`config.mk`:
```
export PLATFORM = sky130hd
export DESIGN_NAME = seven_seg_mux_driver
export DESIGN_NICKNAME = d
export VERILOG_FILES = /design/src/rtl/seven_seg_pkg.sv /design/src/rtl/seven_seg_mux_driver_hex_to_7seg.sv /design/src/rtl/seven_seg_mux_driver.sv
export SDC_FILE = /design/constraint.sdc
export NUM_CORES = 1
export LEC_CHECK = 0
export CORE_MARGIN = 2
export CORE_UTILIZATION = 56
export DETAILED_ROUTE_END_ITERATION = 8
export GPL_ROUTABILITY_DRIVEN = 0
export PLACE_DENSITY_LB_ADDON = 0.25
export SLEW_MARGIN = 20
export SYNTH_ARGS = -nofsm -noshare
export SYNTH_HDL_FRONTEND = slang
export SYNTH_SLANG_ARGS = --single-unit
```
`constraint.sdc`:
```
create_clock -name clk -period 4.1 [get_ports clk]
set_clock_uncertainty 0.15 [all_clocks]
set_input_delay 0.82 -clock clk [delete_from_list [all_inputs] [get_ports clk]]
set_output_delay 0.82 -clock clk [all_outputs]
set_load 0.02 [all_outputs]
```
`src/rtl/seven_seg_pkg.sv`:
```
// Shared constants and hex decode table for the two-digit seven-segment driver.
// Segment vectors are active-low: a 0 bit lights the segment.
package seven_seg_pkg;

  localparam logic [6:0] SEG_OFF = 7'h7F;

  // Bit positions inside the segment vector
  localparam int SEG_A = 0;
  localparam int SEG_B = 1;
  localparam int SEG_C = 2;
  localparam int SEG_D = 3;
  localparam int SEG_E = 4;
  localparam int SEG_F = 5;
  localparam int SEG_G = 6;

  function automatic logic [6:0] hex_to_seg(input logic [3:0] nibble);
    logic [6:0] seg;
    case (nibble)
      4'h0: seg = 7'h40;
      4'h1: seg = 7'h79;
      4'h2: seg = 7'h24;
      4'h3: seg = 7'h30;
      4'h4: seg = 7'h19;
      4'h5: seg = 7'h12;
      4'h6: seg = 7'h02;
      4'h7: seg = 7'h78;
      4'h8: seg = 7'h00;
      4'h9: seg = 7'h10;
      4'hA: seg = 7'h08;
      4'hB: seg = 7'h03;
      4'hC: seg = 7'h46;
      4'hD: seg = 7'h21;
      4'hE: seg = 7'h06;
      default: seg = 7'h0E;
    endcase
    return seg;
  endfunction

endpackage

```
`src/rtl/seven_seg_mux_driver_hex_to_7seg.sv`:
```
// Combinational hex nibble to active-low seven-segment decoder.
module hex_to_7seg
  import seven_seg_pkg::*;
(
  input  logic [3:0] nibble,
  output logic [6:0] seg
);

  assign seg = hex_to_seg(nibble);

endmodule

```
`src/rtl/seven_seg_mux_driver.sv`:
```
// Two-digit time-multiplexed seven-segment driver with a double-buffered value.
// New values are only committed at a frame boundary so a frame never tears.
module seven_seg_mux_driver
  import seven_seg_pkg::*;
#(
  parameter int unsigned CLK_HZ     = 100_000_000,
  parameter int unsigned REFRESH_HZ = 1000
) (
  input  logic       clk,
  input  logic       rst,
  input  logic [7:0] i_value,
  input  logic       i_load,
  input  logic       i_blank_lz,
  input  logic       i_enable,
  output logic [6:0] o_digitalTube,
  output logic       o_sel,
  output logic       o_pending,
  output logic       o_frame_tick
);

  localparam int unsigned DIV = CLK_HZ / REFRESH_HZ;
  localparam int CW = (DIV >= 2) ? $clog2(DIV) : 1;

  generate
    if (DIV < 2) begin : g_div_check
      $error("seven_seg_mux_driver: CLK_HZ/REFRESH_HZ must be at least 2");
    end
  endgenerate

  logic [CW-1:0] cnt;
  logic [7:0]    display;
  logic [7:0]    pend_val;
  logic          tick;
  logic          boundary;
  logic          sel_nxt;
  logic [7:0]    disp_nxt;
  logic [3:0]    nibble_nxt;
  logic [6:0]    dec_seg;
  logic [6:0]    seg_nxt;

  assign tick     = (cnt == CW'(DIV - 1));
  assign boundary = tick & o_sel;

  // Segments are computed from the post-edge sel and display so the
  // digit switch and the new pattern land on the same edge.
  always_comb begin
    sel_nxt  = tick ? ~o_sel : o_sel;
    disp_nxt = display;
    if (boundary) begin
      if (i_load) begin
        disp_nxt = i_value;
      end else if (o_pending) begin
        disp_nxt = pend_val;
      end
    end
    nibble_nxt = sel_nxt ? disp_nxt[7:4] : disp_nxt[3:0];
  end

  hex_to_7seg u_dec (
    .nibble (nibble_nxt),
    .seg    (dec_seg)
  );

  always_comb begin
    seg_nxt = dec_seg;
    if (!i_enable) begin
      seg_nxt = SEG_OFF;
    end else if (sel_nxt && i_blank_lz && (disp_nxt[7:4] == 4'h0)) begin
      seg_nxt = SEG_OFF;
    end
  end

  always_ff @(posedge clk) begin
    if (rst) begin
      cnt           <= '0;
      o_sel         <= 1'b0;
      display       <= 8'h00;
      pend_val      <= 8'h00;
      o_pending     <= 1'b0;
      o_frame_tick  <= 1'b0;
      o_digitalTube <= SEG_OFF;
    end else begin
      cnt           <= tick ? '0 : cnt + CW'(1);
      o_sel         <= sel_nxt;
      display       <= disp_nxt;
      o_frame_tick  <= boundary;
      o_digitalTube <= seg_nxt;
      if (boundary) begin
        o_pending <= 1'b0;
      end else if (i_load) begin
        pend_val  <= i_value;
        o_pending <= 1'b1;
      end
    end
  end

endmodule

```
==> impl_metrics.env <==
export IMPL_cts_htree_levels=2
export IMPL_synthArstFlopShare_pct=0
export IMPL_syn_avg_cell_area_um2=9.04
export IMPL_cp_start_kind="flip-flop"
export IMPL_syn_num_nets=263
export IMPL_drive_gt1_share_pct=7.17
export IMPL_worstPathArrival_ns=3.68
export IMPL_grt_max_degree=24
export IMPL_clkLatencyLatePin_ns=0.30
export IMPL_drv_cap=0
export IMPL_synth_edff_count=0
export IMPL_syn_area_um2=2190
export IMPL_cts_setup_buffers=0
export IMPL_chipWidth_um=66.5
export IMPL_syn_inst=242
export IMPL_hold_end="cnt[0]$_SDFF_PP0_"
export IMPL_fin_nets=285
export IMPL_seq_area_frac_synth_pct=39.3
export IMPL_drc_errors=0
export IMPL_areaGrowthSynthToFinish_pct=15.6
export IMPL_cts_root_buf="clkbuf_8"
export IMPL_hold_violations=0
export IMPL_die_y_um=66.5
export IMPL_grt_pass1_wl_um=7190
export IMPL_wl_um=4170
export IMPL_routedWlPerCell_um=13.3
export IMPL_timing_hold_ws_ns=0.290
export IMPL_fmax_mhz=274
export IMPL_cts_resized=0
export IMPL_period_share_pct=88.9
export IMPL_final_fill_count=325
export IMPL_coreArea_um2=3720
export IMPL_port_buffers=22
export IMPL_initial_core_util_pct=58.9
export IMPL_dp_cells=305
export IMPL_antenna_cells=0
export IMPL_final_cell_mix="dfxtp_1 (43), nor2_1 (42), clkdlybuf4s50_1 (22)"
export IMPL_rsz0062_at_grt="false"
export IMPL_ff_latch_area_um2=861
export IMPL_crit_type="flip-flop to flip-flop"
export IMPL_placed_area_um2=2440
export IMPL_clk_pin_slew_ns=0.08
export IMPL_reg2reg_to="o_digitalTube[0]$_SDFF_PP1_"
export IMPL_end_kind="flip-flop"
export IMPL_cts_max_path_buffers=2
export IMPL_critPathRequiredTime_ns=4.14
export IMPL_tightest_slew_ns=0.841
export IMPL_layout_commonest_cell="dfxtp_1"
export IMPL_dp_hpwl_um=3040
export IMPL_min_delay_start="cnt[0]$_SDFF_PP0_"
export IMPL_ys_flop_type="dfxtp_1"
export IMPL_cts_tree="yes"
export IMPL_holdBufCountCts=0
export IMPL_r2r_start="cnt[0]$_SDFF_PP0_"
export IMPL_status="finished clean"
export IMPL_finish_utilization_pct=68.0
export IMPL_powerDensity_nw_per_um2=299
export IMPL_stdcell_area_um2=2530
export IMPL_drtIter0Drc=49
export IMPL_totalNegativeSetupSlack_ns=0
export IMPL_die_area_um2=4420
export IMPL_min_path_type="flip-flop to flip-flop"
export IMPL_grt_antenna_before_repair=0
export IMPL_min_period_ns=3.64
export IMPL_reg2reg_setup_slack_ns=0.46
export IMPL_synth_cell_types=52
export IMPL_ys_ff_latch=43
export IMPL_cts_buffers=5
export IMPL_max_vdd_ir_drop_mv=0.281
export IMPL_multi_input_area_um2=1230
export IMPL_cp_max_fo=6
export IMPL_postRouteAntennaNets=0
export IMPL_dr_pass1_iters=4
export IMPL_crit_start="cnt[0]$_SDFF_PP0_"
export IMPL_power_leakage_nw=1.04
export IMPL_holdPathStages=1
export IMPL_report_final_slew_viol_count=0
export IMPL_layout_cells_non_filler=313
export IMPL_gr_total_overflow=0
export IMPL_fp_row_count=22
export IMPL_via_count=1729
export IMPL_clkSinkCount=43
export IMPL_slew_headroom_pct=43.8
export IMPL_grt_use_total_pct=21.6
export IMPL_ys_warn_count=0
export IMPL_ff2ff_path_depth=15
export IMPL_vias_per_cell=5.52
export IMPL_grt_pass1_vias=1642
export IMPL_setup_viol_count_final=0
export IMPL_io_pins=23
==> layout make-up <==
type	count	area share, %
Sequential cell	43	34.0
Clock buffer	6	2.87
Inverter	10	1.48
Multi-Input combinational cell	178	48.8
Timing Repair Buffer	26	9.90
Tap cell	48	2.38
Clock inverter	2	0.495
==> worst max-delay path: stages (launching register included) <==
cell and delay [ns]:
dfxtp_1 0.35, ha_1 0.20, and4_1 0.27, nand2_1 0.07, nor3_1 0.24, ha_1 0.35
nand2_1 0.23, o22a_1 0.24, o21a_1 0.14, nand2_1 0.08, o21a_1 0.20, inv_1 0.10
ha_1 0.28, a211oi_1 0.22, a21oi_1 0.07, a221o_1 0.36
==> registers in the layout (all words and copies together), names as in the netlist <==
signal / flops
o_frame_tick: 1
cnt: 17
display: 8
o_digitalTube: 7
o_sel: 1
o_pending: 1
pend_val: 8
==> per-layer routing <==
layer | up-vias | part of all wire [%] | track usage, %
met5 | - | 0 | 0
met4 | 0 | 1.8 | 10.7
met3 | 5 | 3.2 | 4.73
met2 | 31 | 48 | 35.5
met1 | 793 | 47 | 26.5
li1 | 900 | - | -
==> stage by stage <==
stage | setup WS, ns | total power [mW]
final | 0.457 | 0.756
after global routing | 0.106 | 0.791
after CTS | 0.443 | 0.767
after detailed placement | 0.452 | 0.506
after global placement | 0.482 | 0.505
after floorplan | 0.745 | 0.479
==> report_power, final <==
| part | total [mW] | switching [mW] | internal (mW) |
|---|---|---|---|
| Clock | 0.260 | 0.141 | 0.119 |
| Combinational | 0.0610 | 0.0297 | 0.0313 |
| Sequential | 0.435 | 0.00682 | 0.428 |
==> cell usage after synthesis, types with 3 or more instances <==
library cell | count | area share [%]
dfxtp_1 | 43 | 39
nor2_1 | 42 | 7.2
nand2_1 | 13 | 2.2
mux2i_1 | 11 | 5.0
inv_1 | 10 | 1.7
xor2_1 | 9 | 3.6
ha_1 | 8 | 4.6
clkbuf_1 | 7 | 1.2
nand3_1 | 7 | 1.6
nor2b_1 | 7 | 2.0
a21oi_1 | 6 | 1.4
and3_1 | 6 | 1.7
xnor2_1 | 6 | 2.4
nand4_1 | 4 | 1.1
nor3b_1 | 4 | 1.4
a211oi_1 | 3 | 1.0
a221o_1 | 3 | 1.4
and2_1 | 3 | 0.86
and4_1 | 3 | 1.2
nor3_1 | 3 | 0.69
o22a_1 | 3 | 1.2
o22ai_1 | 3 | 0.86
==> worst max path at each step <==
stage                                        endpoint  slack [ns]  cells after the start
final                     o_digitalTube[0]$_SDFF_PP1_        0.46                     15
after global routing      o_digitalTube[0]$_SDFF_PP1_        0.11                     15
after CTS                 o_digitalTube[0]$_SDFF_PP1_        0.44                     14
after detailed placement  o_digitalTube[0]$_SDFF_PP1_        0.45                     11
after global placement    o_digitalTube[0]$_SDFF_PP1_        0.48                     14
after floorplan           o_digitalTube[0]$_SDFF_PP1_        0.75                     15
==> cells by family after synthesis <==
| family | Yosys count | synth area share, % |
|---|---|---|
| simple gates | 100 | 24.1 |
| flops | 43 | 39.3 |
| compound gates | 42 | 15.5 |
| buf+inv | 21 | 4.23 |
| xor+xnor | 15 | 6.00 |
| mux | 13 | 6.23 |
| fa+ha+maj | 8 | 4.57 |
Note: power is estimated with default switching activity, not from simulation.
